<file path="src/rtl/shift_counter_pkg.sv">
// Shared mode encoding for the shift-register counter and its prescaler.
package shift_counter_pkg;

  typedef enum logic [1:0] {
    MODE_JOHNSON = 2'b00,
    MODE_RING    = 2'b01,
    MODE_BINARY  = 2'b10,
    MODE_HOLD    = 2'b11
  } mode_t;

endpackage

</file>
<file path="src/rtl/tick_prescaler.sv">
// Enable-gated prescaler: one tick per prescale+1 enabled cycles, cleared by load.
module tick_prescaler #(
  parameter int PRESCALE_W = 8
) (
  input  logic                  clk,
  input  logic                  rst_n,
  input  logic                  en,
  input  logic                  clear,
  input  logic [PRESCALE_W-1:0] prescale,
  output logic                  tick
);

  logic [PRESCALE_W-1:0] pre_cnt_reg;

  // >= rather than == so a prescale lowered below the running count still fires
  assign tick = en && (pre_cnt_reg >= prescale);

  always_ff @(posedge clk or negedge rst_n) begin
    if (!rst_n) begin
      pre_cnt_reg <= '0;
    end else if (clear) begin
      pre_cnt_reg <= '0;
    end else if (en) begin
      pre_cnt_reg <= tick ? '0 : pre_cnt_reg + PRESCALE_W'(1);
    end
  end

endmodule

</file>
<file path="src/rtl/shift_counter_gen.sv">
// Johnson / ring / binary counter with prescaler, parallel load and illegal-state recovery.
module shift_counter_gen
  import shift_counter_pkg::*;
#(
  parameter int WIDTH      = 8,
  parameter int PRESCALE_W = 8
) (
  input  logic                  clk,
  input  logic                  rst_n,
  input  logic                  en,
  input  logic [1:0]            mode,
  input  logic                  dir,
  input  logic                  load,
  input  logic [WIDTH-1:0]      load_val,
  input  logic [PRESCALE_W-1:0] prescale,
  output logic [WIDTH-1:0]      count,
  output logic                  wrap,
  output logic                  illegal
);

  logic [WIDTH-1:0] count_reg, count_next;
  logic             wrap_reg, wrap_next;
  logic             illegal_reg, illegal_next;
  logic             tick;
  logic [WIDTH-1:0] seed;
  logic [WIDTH-1:0] stepped;
  logic [WIDTH-2:0] j_edges;
  logic             j_legal, r_legal, legal;
  mode_t            mode_sel;

  assign mode_sel = mode_t'(mode);

  tick_prescaler #(
    .PRESCALE_W (PRESCALE_W)
  ) u_pre (
    .clk      (clk),
    .rst_n    (rst_n),
    .en       (en),
    .clear    (load),
    .prescale (prescale),
    .tick     (tick)
  );

  // A legal Johnson word has at most one boundary between adjacent bits
  for (genvar gi = 0; gi < WIDTH - 1; gi++) begin : g_edges
    assign j_edges[gi] = count_reg[gi] ^ count_reg[gi+1];
  end

  assign j_legal = (j_edges & (j_edges - (WIDTH-1)'(1))) == '0;
  assign r_legal = (count_reg != '0) && ((count_reg & (count_reg - WIDTH'(1))) == '0);

  always_comb begin
    seed    = (mode_sel == MODE_RING) ? WIDTH'(1) : '0;
    stepped = count_reg;
    legal   = 1'b1;
    case (mode_sel)
      MODE_JOHNSON: begin
        stepped = dir ? {~count_reg[0], count_reg[WIDTH-1:1]}
                      : {count_reg[WIDTH-2:0], ~count_reg[WIDTH-1]};
        legal   = j_legal;
      end
      MODE_RING: begin
        stepped = dir ? {count_reg[0], count_reg[WIDTH-1:1]}
                      : {count_reg[WIDTH-2:0], count_reg[WIDTH-1]};
        legal   = r_legal;
      end
      MODE_BINARY: begin
        stepped = dir ? count_reg - WIDTH'(1) : count_reg + WIDTH'(1);
      end
      default: begin
        stepped = count_reg;
      end
    endcase
  end

  always_comb begin
    count_next   = count_reg;
    wrap_next    = 1'b0;
    illegal_next = 1'b0;
    if (load) begin
      count_next = load_val;
    end else if (tick && (mode_sel != MODE_HOLD)) begin
      if (!legal) begin
        count_next   = seed;
        illegal_next = 1'b1;
      end else begin
        count_next = stepped;
        wrap_next  = (stepped == seed);
      end
    end
  end

  always_ff @(posedge clk or negedge rst_n) begin
    if (!rst_n) begin
      count_reg   <= '0;
      wrap_reg    <= 1'b0;
      illegal_reg <= 1'b0;
    end else begin
      count_reg   <= count_next;
      wrap_reg    <= wrap_next;
      illegal_reg <= illegal_next;
    end
  end

  assign count   = count_reg;
  assign wrap    = wrap_reg;
  assign illegal = illegal_reg;

endmodule

</file>
<file path="config.mk">
export PLATFORM = sky130hd
export DESIGN_NAME = shift_counter_gen
export DESIGN_NICKNAME = d
export VERILOG_FILES = /design/src/rtl/shift_counter_pkg.sv /design/src/rtl/tick_prescaler.sv /design/src/rtl/shift_counter_gen.sv
export SDC_FILE = /design/constraint.sdc
export NUM_CORES = 1
export LEC_CHECK = 0
export ABC_AREA = 1
export BUFFER_PORTS_ARGS = -buffer_cell sky130_fd_sc_hd__buf_4
export CAP_MARGIN = 20
export CORE_MARGIN = 1
export CORE_UTILIZATION = 40
export CTS_CLUSTER_DIAMETER = 80
export CTS_CLUSTER_SIZE = 40
export DETAILED_ROUTE_END_ITERATION = 10
export HOLD_SLACK_MARGIN = 0.05
export PLACE_DENSITY = 0.63
export SETUP_SLACK_MARGIN = 0.05
export SLEW_MARGIN = 20
export SYNTH_ARGS = -nofsm -noshare
export SYNTH_HDL_FRONTEND = slang
export SYNTH_SLANG_ARGS = --single-unit
</file>
<file path="constraint.sdc">
create_clock -name clk -period 4.2 [get_ports clk]
set_input_delay 0.63 -clock clk [delete_from_list [all_inputs] [get_ports clk]]
set_output_delay 0.63 -clock clk [all_outputs]
set_load 0.01 [all_outputs]
</file>
==> key figures, run 1 <==
Critical path
  • Largest delay contributor family on the critical path: simple AND/OR/NAND/NOR gates
  • CP Capture Type: flip-flop
  • Crit path buf inv count: 1
  • CP max FO: 8
  • Cell mode on critical path: nand2_1
  • Worst-path cell chain: inv_1, ha_1, nand3_1, nand2_1, nand2_1, ha_1, nor2_1, nand2_1, nor2_1, a21oi_1, nor2_1, nand2_1, o21ai_0, nand2_1, nand2_1
  • CP arrival: 2.70 ns
  • WP data required: roughly 4.4 ns
  • Startpoint types: flip-flop
  • Critical-path top delay cell: dfrtp_1
  • Peak per-stage delay on the critical path: 0.49 ns
  • Worst Setup Path Type: flip-flop to flip-flop

Timing
  • Slew headroom: 66.3%
  • Final Setup Violations: 0
  • Worst-margin pin slew: 0.503 ns
  • F_max: ~400 MHz
  • Crit path time final: 2.50 ns
  • Final hold vios: 0
  • Tcrit/Tclk final: between 50% and 60%
  • Clock skew: around 0.0034 ns
  • RSZ-0062 raised after global routing: no
  • Max Slew Vio Count: 0
  • Setup total negative slack: 0 ns

Cells and area
  • Area growth, synth to finish: 17.0%
  • Fillers: 515
  • Register area: 450 sq um
  • Multi-input logic area: 1390 sq um
  • Share of layout cells above drive strength 1: roughly 12%
  • Most frequent cells in the layout: nand2_1, nor2_1, inv_1
  • NumNets Final: 399
  • Commonest non-fill, non-tap cell in the layout: nand2_1
  • Final core utilization: between 40% and 50%
  • Post-layout instance count excluding filler cells: just over 400
  • Ant diodes: 0

Floorplanning
  • Initial Utilization: 42.0%
  • Die width: about 73 um
  • Row count: 25
  • # IOs: 33
  • Core area: ~4800 sq um
  • Die ar.: 5310 sq um
  • Die H: 72.9 um

Clock tree
  • # hold bufs at CTS: 0
  • Post-CTS Setup Repair Bufs: 0
  • CTS tree: done
  • CTS H-tree depth: 1
  • Longest Clk Path Bufs: 2
  • CTS buffer count: 3
  • Clk slew on worst S/H paths: 0.07 ns
  • Clk root buf: clkbuf_8
  • Gates resized, CTS repair: 0
  • Skew-Pair Late Insertion Delay: 0.26 ns
  • Sink Count: 18

Placement
  • Port bufs: 32
  • Placed cells: ~400
  • Detailed placer's ending HPWL: 4280 um
  • Routability cong.: 0.899

Global route
  • First-pass GRT wire length: approximately 9400 um
  • Largest net degree at the start of global routing: 27
  • GRT Total Usage: a little under a quarter
  • Global route overflow: 0
  • Antenna violations before repair: 0
  • Vias in the first global route: 2,044

Power and ir drop
  • Peak VDD IR: 0.000171 V
  • PD cells: 285 nW/um^2
  • Total Power: 0.000671 W
  • Leakage: 1.26 nW

Synth
  • Synth cell types: 24
  • Top cell type's share of synthesized area: 22.4%
  • Post-Syn Area: 2010 sq um
  • Syn_nets: 366
  • Post-synthesis sequential area ratio: 22.4%
  • Top post-synthesis cells by area: dfrtp_1, ha_1, nand2_1
  • Synth Instances: 313
  • Synth area leader: dfrtp_1
  • Synth warn: 0
  • FF+latch count, synth: 18
  • Syn avg cell area: 6.42 sq um

Job
  • Number of max-cap violations: 0

Routing
  • Drt via density: about 5
  • Routed len/inst: around 13 um
  • Remaining antenna violation count: 0
  • Vias: 2,105
  • Final wirelength: 5410 um
  • Drt first pass iters: 4
  • DR iter-0 viols: 86
  • Residual DRC: 0

Outcome
  • Status: finished, final reports clean

Min path
  • Hold Crit Class: input port to async pin
## layout make-up
cell class	instances	area share [%]
clock buffers	4	2.34
well taps	67	3.56
multi-input cells	255	59.0
flip-flops and latches	18	19.1
repair buffers	32	10.2
inverters	36	5.74
## power breakdown
part	internal [W]	switching, W
Combinational	0.000121	0.000178
Clock	0.0000834	0.0000616
Sequential	0.000192	0.0000359
## routing by layer
metal	up-vias	global-route usage, %	share of wire [%]
met3	6	3.87	5.5
li1	1080	-	-
met2	66	39.0	47
met5	-	0	0
met1	953	29.0	46
met4	0	6.54	1.1
## synthesized netlist by cell type (all sizes together)
cell    number
o21ai       27
buf          3
nand4        5
a21oi       13
dfrtp       18
ha          30
clkbuf       1
nand3b       3
inv         35
nor2        40
nor3         2
o211ai       1
or2          1
nand2       93
clkinv       1
o21a         1
xor2         5
mux2i        1
nand3       32
xnor2        1
## stage by stage
stage	setup slack, ns	area (sq um)	hold WS (ns)
finish	1.70	2350	0.233
global route	1.34	2350	0.240
CTS	1.75	2350	0.241
detailed placement	1.78	2300	0.522
global placement	1.77	2300	0.515
floorplan	2.17	2010	0.334
## worst reg2reg max path, delay by kind of cell (launching register included)
kind | cells | cell delay, ns
fa+ha+maj | 2 | 0.39
compound gates | 2 | 0.32
buf+inv | 1 | 0.22
flops | 1 | 0.49
simple gates | 10 | 1.02
## final timing paths
check,start,end,slack [ns],depth (start not counted)
setup / recovery,count[2]$_DFFE_PN0P_,count[3]$_DFFE_PN0P_,1.70,15
hold / removal,rst_n,u_pre.pre_cnt_reg[6]$_DFFE_PN0P_,0.23,1
setup reg to reg,count[2]$_DFFE_PN0P_,count[3]$_DFFE_PN0P_,1.70,15
hold reg to reg,u_pre.pre_cnt_reg[7]$_DFFE_PN0P_,u_pre.pre_cnt_reg[7]$_DFFE_PN0P_,0.54,2
max in group asynchronous,rst_n,u_pre.pre_cnt_reg[1]$_DFFE_PN0P_,3.77,1
min in group clk,u_pre.pre_cnt_reg[7]$_DFFE_PN0P_,u_pre.pre_cnt_reg[7]$_DFFE_PN0P_,0.54,2
## cells by family after synthesis
group	synth area share, %
multiplexers	0.498
AND/OR/NAND/NOR	36.5
adder cells (fa/ha/maj)	18.7
buffers and inverters	8.59
AO/OA/AOI/OAI	10.7
XOR/XNOR	2.61
flip-flops	22.4
Power figures use the tool's default switching activity.
==> run 2, diff against run 1 <==
- ABC_AREA: 1 -> 0
- clock period: 4.2 -> 2.6 ns (I/O delays scaled with it)
==> run 2 against run 1 <==
Compared with the run above: critical path depth is 8 lower; power is 34% higher; via count fell by 10%; sequential cell count unchanged; non-clock buffer count is 10 higher; worst hold slack gained 0.13 ns; combinational power is 29% higher; die area is 1.1% lower; setup slack got worse by 1.5 ns; clock skew fell by 0.0023 ns; clock power increased by 38%; highest routed layer unchanged; fmax rose by 4.0%; largest cell class unchanged.
==> key figures, run 2 <==
Critical path
  • R2r startpoint: count[3]$_DFFE_PN0P_ (was count[2]$_DFFE_PN0P_)
  • Startpoint types: flip-flop (unchanged)
  • WP data required: 2.79 ns (was 4.40 ns)
  • R2R cell count: 7 (was 15)
  • Largest delay contributor family on the critical path: simple AND/OR/NAND/NOR gates (unchanged)
  • Peak per-stage delay on the critical path: 0.55 ns (was 0.49 ns)
  • CP arrival: 2.59 ns (was 2.70 ns)
  • Worst Setup Path Type: flip-flop to flip-flop (unchanged)
  • Worst-path cell chain: inv_1, ha_1, or4_4, a211oi_2, o41ai_1, or4_1, a21oi_1 (was inv_1, ha_1, nand3_1, nand2_1, nand2_1, ha_1, nor2_1, nand2_1, nor2_1, a21oi_1, nor2_1, nand2_1, o21ai_0, nand2_1, nand2_1)
  • Critical-path top delay cell: or4_4 (was dfrtp_1)
  • Crit path buf inv count: 1 (unchanged)
  • CP Capture Type: flip-flop (unchanged)
  • Reg-to-Reg End: count[2]$_DFFE_PN0P_ (was count[3]$_DFFE_PN0P_)
  • Setup slack, reg-to-reg: 0.20 ns (was 1.70 ns)
  • CP max FO: 3 (was 8)
  • Crit. path cell count: 7 (was 15)

Clock tree
  • Clk root buf: clkbuf_8 (unchanged)
  • Clk slew on worst S/H paths: 0.07 ns (about the same)
  • Longest Clk Path Bufs: 2 (unchanged)
  • CTS tree: done (unchanged)
  • CTS H-tree depth: 1 (unchanged)
  • Sink Count: 18 (unchanged)
  • Skew-Pair Late Insertion Delay: 0.26 ns (about the same)
  • Post-CTS Setup Repair Bufs: 0 (unchanged)
  • CTS buffer count: 3 (unchanged)

Global route
  • First-pass GRT wire length: 8560 um (was 9370 um)
  • Vias in the first global route: 1,772 (was 2,044)
  • Antenna violations before repair: 0 (unchanged)
  • Largest net degree at the start of global routing: 27 (unchanged)
  • Global route overflow: 0 (unchanged)
  • GRT Total Usage: 21.1% (was 22.6%)

Timing
  • Slew headroom: 63.2% (was 66.3%)
  • F_max: 416 MHz (was 400 MHz)
  • RSZ-0062 raised after global routing: no (unchanged)
  • Hold slack: 0.367 ns (was 0.233 ns)
  • Tcrit/Tclk final: 92.4% (was 59.5%)
  • Max Slew Vio Count: 0 (unchanged)
  • Final hold vios: 0 (unchanged)
  • Setup total negative slack: 0 ns (unchanged)
  • Clock skew: 0.00112 ns (was 0.00339 ns)
  • Crit path time final: 2.40 ns (was 2.50 ns)
  • Worst-margin pin slew: 0.545 ns (was 0.503 ns)
  • Final Setup Violations: 0 (unchanged)

Cells and area
  • Commonest non-fill, non-tap cell in the layout: buf_4 (was nand2_1)
  • Ant diodes: 0 (unchanged)
  • NumNets Final: 332 (was 399)
  • Share of layout cells above drive strength 1: 20.2% (was 11.6%)
  • Final core utilization: 49.7% (was 49.2%)
  • Most frequent cells in the layout: buf_4, a21oi_1, ha_1 (was nand2_1, nor2_1, inv_1)
  • Post-layout instance count excluding filler cells: 344 (was 412)
  • Area growth, synth to finish: 18.9% (was 17.0%)

Floorplanning
  • # IOs: 33 (unchanged)
  • Die ar.: 5250 sq um (was 5310 sq um)
  • Core area: 4750 sq um (was 4790 sq um)
  • Initial Utilization: 41.8% (was 42.0%)
  • Row count: 25 (unchanged)
  • Die H: 72.5 um (was 72.9 um)
  • Die width: 72.5 um (was 72.9 um)

Min path
  • Worst Hold Launch: load_val[0]
  • Hold Crit Class: input port to flip-flop (was input port to async pin)
  • Hold Crit Depth: 3
  • Worst hold path endpoint: count[0]$_DFFE_PN0P_

Power and ir drop
  • PD cells: 382 nW/um^2 (was 285 nW/um^2)
  • Leakage: 1.11 nW (was 1.26 nW)
  • Peak VDD IR: 0.000222 V (was 0.000171 V)

Synth
  • Synth warn: 0 (unchanged)
  • Synth area leader: dfrtp_1 (unchanged)
  • EDFF count, synth: 0 (unchanged)
  • Post-synthesis sequential area ratio: 22.7% (was 22.4%)
  • Syn_nets: 297 (was 366)
  • Main synth FF type: dfrtp_1 (unchanged)
  • Syn avg cell area: 8.14 sq um (was 6.42 sq um)
  • FF+latch count, synth: 18 (unchanged)
  • Synth Instances: 244 (was 313)
  • Post-Syn Area: 1990 sq um (was 2010 sq um)
  • Ys async rst share: 100% (unchanged)
  • Synth cell count leaders: a21oi_1, ha_1, dfrtp_1, inv_1, nor2_1 (was nand2_1, nor2_1, inv_1, nand3_1, ha_1)
  • Top post-synthesis cells by area: dfrtp_1, ha_1, a21oi_1 (was dfrtp_1, ha_1, nand2_1)
  • Top cell type's share of synthesized area: 22.7% (was 22.4%)
  • Synth cell types: 51 (was 24)

Routing
  • Drt via density: 5.50 (was 5.11)
  • Routed len/inst: 14.8 um (was 13.1 um)
  • DR iter-0 viols: 101 (was 86)
  • Final wirelength: 5100 um (was 5410 um)
  • Drt first pass iters: 4 (unchanged)
  • Vias: 1,893 (was 2,105)
  • Remaining antenna violation count: 0 (unchanged)
  • Residual DRC: 0 (unchanged)

Placement
  • Detailed placer's ending HPWL: 3910 um (was 4280 um)
  • Placed cells: 340 (was 408)
  • Port bufs: 32 (unchanged)
  • Routability cong.: 0.918 (was 0.899)

Outcome
  • Status: finished, final reports clean (unchanged)

Job
  • Number of max-cap violations: 0 (unchanged)
==> run 2: cell types whose count changed in the layout (fill, tap and decap cells not counted), sizes merged, moves of 6 or more <==
cell / before / now
inv: 35 / 18
nor2b: 0 / 9
a31oi: 0 / 10
buf: 32 / 41
a21oi: 13 / 30
o21ai: 27 / 8
nand2: 93 / 13
nand3: 32 / 9
nand2b: 0 / 6
nor2: 40 / 15
==> run 2: layout make-up <==
class                   instances  area [sq um]
multi-input cells             196          1400
clock buffers                   3          41.3
fillers                       498          2390
flip-flops and latches         18           450
well taps                      67          83.8
inverters                      18          67.6
repair buffers                 42           318
==> run 2: per-layer routing <==
metal  up-vias  track usage, %  wire (um)
met3        13            3.33        198
li1        962               -          -
met2        50            35.9       2400
met1       868            26.3       2340
met5         -               0          0
met4         0            8.93        161
==> run 2: per-stage QoR <==
step                      total power, W  worst slack [ns]  cell area, sq um
after detailed placement        0.000703             0.206              2310
after floorplan                 0.000570            0.0681              1990
after CTS                       0.000907             0.188              2360
after global placement          0.000701             0.271              2310
after global routing            0.000968            0.0507              2360
final                           0.000902             0.196              2360
==> run 2: how the worst max path moves through the flow <==
stage	from	end	slack, ns
final	count[3]$_DFFE_PN0P_	count[2]$_DFFE_PN0P_	0.20
after global routing	count[3]$_DFFE_PN0P_	count[2]$_DFFE_PN0P_	0.05
after CTS	count[0]$_DFFE_PN0P_	count[2]$_DFFE_PN0P_	0.19
after detailed placement	count[0]$_DFFE_PN0P_	count[2]$_DFFE_PN0P_	0.21
after global placement	count[3]$_DFFE_PN0P_	count[2]$_DFFE_PN0P_	0.27
after floorplan	count[0]$_DFFE_PN0P_	count[2]$_DFFE_PN0P_	0.07
==> run 2: power by group <==
group / internal [W] / switching, W
Sequential: 0.000300 / 0.0000196
Combinational: 0.000173 / 0.000210
Clock: 0.000103 / 0.0000965
Total: 0.000576 / 0.000326
==> run 2: worst reg2reg max path, cell delays in order, from the launching register on <==
cell      delay, ns
dfrtp_1        0.39
inv_1          0.13
ha_1           0.28
or4_4          0.55
a211oi_2       0.23
o41ai_1        0.12
or4_1          0.49
a21oi_1        0.13
==> run 2: kinds of logic (layout without fill, tap and decap cells) <==
group                      Yosys count  count (layout)  synth area share, %
DFF                                 18              18                 22.7
and+or+nand+nor                     82              82                 23.2
adders and majority gates           31              31                 19.4
xor gates and xnor gates             4               4                 1.76
muxes                                4               4                 2.08
buffers and inverters               30              63                 6.80
AOI/OAI and AO/OA                   75              75                 24.1
==> run 2: repair_timing <==
action                                  in CTS  in global routing
resized for setup                            0                  1
endpoints found under the hold margin       18                  0
endpoints found under the setup margin       0                  3
hold buffers                                 1                  0
==> run 3, diff against run 2 <==
- CORE_UTILIZATION: 40 -> 50
- PLACE_DENSITY: 0.63 -> 0.75
==> run 3 against run 2 <==
Compared with the run above: non-clock buffer count grew 2; register-to-register slack is essentially flat; count of clock-buffer cells in the layout grew 1; worst hold slack lost 0.019 ns; highest routed layer unchanged.
==> key figures, run 3 (synthesis gave the netlist of run 2 again) <==
Placement
  • Port bufs: 32 (unchanged)
  • Detailed placer's ending HPWL: 3790 um (was 3910 um)
  • Routability cong.: 0.953 (was 0.918)
  • DP Worst Slack: 0.200 ns (was 0.206 ns)
  • Placement Cell Area: 2290 sq um (was 2310 sq um)

Outcome
  • Status: finished, final reports clean (unchanged)

Global route
  • First-pass GRT wire length: 8280 um (was 8560 um)
  • Largest net degree at the start of global routing: 27 (unchanged)
  • GRT Total Usage: 25.2% (was 21.1%)
  • Global route overflow: 0 (unchanged)
  • Vias in the first global route: 1,742 (was 1,772)
  • Antenna violations before repair: 0 (unchanged)

Critical path
  • R2r startpoint: count[0]$_DFFE_PN0P_ (was count[3]$_DFFE_PN0P_)
  • Critical Path Start: count[0]$_DFFE_PN0P_ (was count[3]$_DFFE_PN0P_)
  • Setup slack, reg-to-reg: 0.19 ns (was 0.20 ns)
  • CP Capture Type: flip-flop (unchanged)
  • Startpoint types: flip-flop (unchanged)
  • Reg-to-Reg End: count[2]$_DFFE_PN0P_ (unchanged)
  • Worst-path cell chain: inv_1, ha_1, or4_4, a211oi_2, o41ai_1, or4_1, a21oi_1 (unchanged)
  • WP data required: 2.79 ns (about the same)
  • CP max FO: 5 (was 3)
  • R2R cell count: 7 (unchanged)
  • Peak per-stage delay on the critical path: 0.54 ns (was 0.55 ns)
  • Critical-path top delay cell: or4_4 (unchanged)
  • CP arrival: 2.60 ns (was 2.59 ns)
  • Worst Setup Path Type: flip-flop to flip-flop (unchanged)

Min path
  • Worst hold path endpoint: count[0]$_DFFE_PN0P_ (unchanged)
  • Hold Crit Class: input port to flip-flop (unchanged)
  • Worst Hold Launch: load_val[0] (unchanged)
  • Hold Crit Depth: 3 (unchanged)

Timing
  • Worst-margin pin slew: 0.626 ns (was 0.545 ns)
  • Tcrit/Tclk final: 92.8% (was 92.4%)
  • Setup total negative slack: 0 ns (unchanged)
  • Final hold vios: 0 (unchanged)
  • Slew headroom: 57.7% (was 63.2%)
  • Crit path time final: 2.41 ns (was 2.40 ns)
  • Final worst slack: 0.186 ns (was 0.196 ns)
  • Clock skew: 0.00129 ns (was 0.00112 ns)
  • Max Slew Vio Count: 0 (unchanged)
  • F_max: 414 MHz (was 416 MHz)
  • RSZ-0062 raised after global routing: no (unchanged)
  • Final Setup Violations: 0 (unchanged)

Cells and area
  • Commonest non-fill, non-tap cell in the layout: buf_4 (unchanged)
  • Share of layout cells above drive strength 1: 20.7% (was 20.2%)
  • Most frequent cells in the layout: buf_4, a21oi_1, ha_1 (unchanged)
  • Final Cell Area: 2370 sq um (was 2360 sq um)
  • NumNets Final: 334 (was 332)
  • Area growth, synth to finish: 19.1% (was 18.9%)
  • Ant diodes: 0 (unchanged)

Power and ir drop
  • Peak VDD IR: 0.000335 V (was 0.000222 V)
  • Clock Power Share: 25.2% (was 22.1%)
  • Leakage: 1.13 nW (was 1.11 nW)
  • PD cells: 399 nW/um^2 (was 382 nW/um^2)
  • Logic pwr share: 41.0% (was 42.4%)
  • Sw frac: 35.2% (was 36.1%)
  • Cell-internal power: 0.000613 W (was 0.000576 W)
  • Sequential cell fraction of total power: 33.8% (was 35.4%)
  • Switching power: 0.000333 W (was 0.000326 W)

Routing
  • Drt via density: 5.87 (was 5.50)
  • Vias: 1,924 (was 1,893)
  • Wire length on met2: 2200 um (was 2400 um)
  • Max Used Layer: met4 (unchanged)
  • Routed len/inst: 15.1 um (was 14.8 um)
  • Drt first pass iters: 4 (unchanged)
  • DR iter-0 viols: 155 (was 101)
  • Remaining antenna violation count: 0 (unchanged)
  • Final wirelength: 4950 um (was 5100 um)
  • Residual DRC: 0 (unchanged)
  • Met3 routed WL: 366 um (was 198 um)
  • Met1 wire length: 2360 um (was 2340 um)

Clock tree
  • CTS tree: done (unchanged)
  • Clk root buf: clkbuf_8 (unchanged)
  • CTS buffer count: 3 (unchanged)
  • Sink Count: 18 (unchanged)
  • Clk slew on worst S/H paths: 0.07 ns (about the same)
  • CTS H-tree depth: 1 (unchanged)
  • Longest Clk Path Bufs: 2 (unchanged)
  • Skew-Pair Late Insertion Delay: 0.26 ns (about the same)

Floorplanning
  • Initial Utilization: 53.1% (was 41.8%)
  • Core area: 3740 sq um (was 4750 sq um)
  • Row count: 22 (was 25)
  • # IOs: 33 (unchanged)
  • Die width: 65.0 um (was 72.5 um)
  • Die ar.: 4230 sq um (was 5250 sq um)
  • Die H: 65.0 um (was 72.5 um)

Job
  • Number of max-cap violations: 0 (unchanged)
[run 3: cell count changes in the layout (fill, tap and decap cells not counted)]
cell,previous run,this run
buf_4,41,43
clkbuf_8,3,4
inv_1,17,18
inv_2,1,0
[run 3: area by class of cell]
type                       instances  area, sq um
timing repair buffer              44          333
clock buffer                       4         55.1
multi-input combinational        196         1400
tap                               48         60.1
sequential                        18          450
inverter                          18         67.6
fill                             343         1380
[run 3: worst max path at each step]
stage	cells past startpoint	to	slack, ns
after CTS	8	wrap$_DFF_PN0_	0.17
after global placement	8	wrap$_DFF_PN0_	0.26
after floorplan	8	count[2]$_DFFE_PN0P_	0.07
after global routing	7	count[2]$_DFFE_PN0P_	0.06
after detailed placement	8	wrap$_DFF_PN0_	0.20
final	7	count[2]$_DFFE_PN0P_	0.19
[run 3: timing repair]
action                                  4_1_cts  5_1_grt
gates resized for setup                       0        0
endpoints found under the hold margin        18        0
hold buffers                                  1        0
endpoints found under the setup margin        0        1
buffers inserted                              0        2
[run 3: per-stage QoR]
step | cells | utilization [%] | hold WS [ns] | total power, W
4_1_cts | 326 | 62.8 | 0.350 | 0.000942
6_report | 328 | 63.2 | 0.348 | 0.000946
2_1_floorplan | 244 | - | 0.0944 | 0.000570
5_1_grt | 328 | 63.2 | 0.363 | 0.00101
3_5_place_dp | 321 | 61.1 | 0.275 | 0.000700
3_3_place_gp | 321 | 61.1 | 0.277 | 0.000699
[run 3: power by group through the flow]
stage | sequential (W) | clock (W) | combinational [W]
floorplan | 0.000338 | 0 | 0.000233
global placement | 0.000325 | 0 | 0.000374
detailed placement | 0.000325 | 0 | 0.000375
CTS | 0.000319 | 0.000244 | 0.000378
global route | 0.000323 | 0.000250 | 0.000437
finish | 0.000320 | 0.000238 | 0.000388
[run 3: metal layers]
metal  up-vias  global-route usage, %
li1        964                      -
met1       885                   37.7
met2        70                   38.8
met3         5                   3.87
met4         0                   3.53
met5         -                      0
[run 3: worst max-delay path, delay by kind of cell, from the launching register on]
kind / cells / cell delay (ns)
buffers and inverters: 1 / 0.13
AO/OA/AOI/OAI: 3 / 0.49
flip-flops: 1 / 0.38
adder cells (fa/ha/maj): 1 / 0.30
AND/OR/NAND/NOR: 2 / 1.03
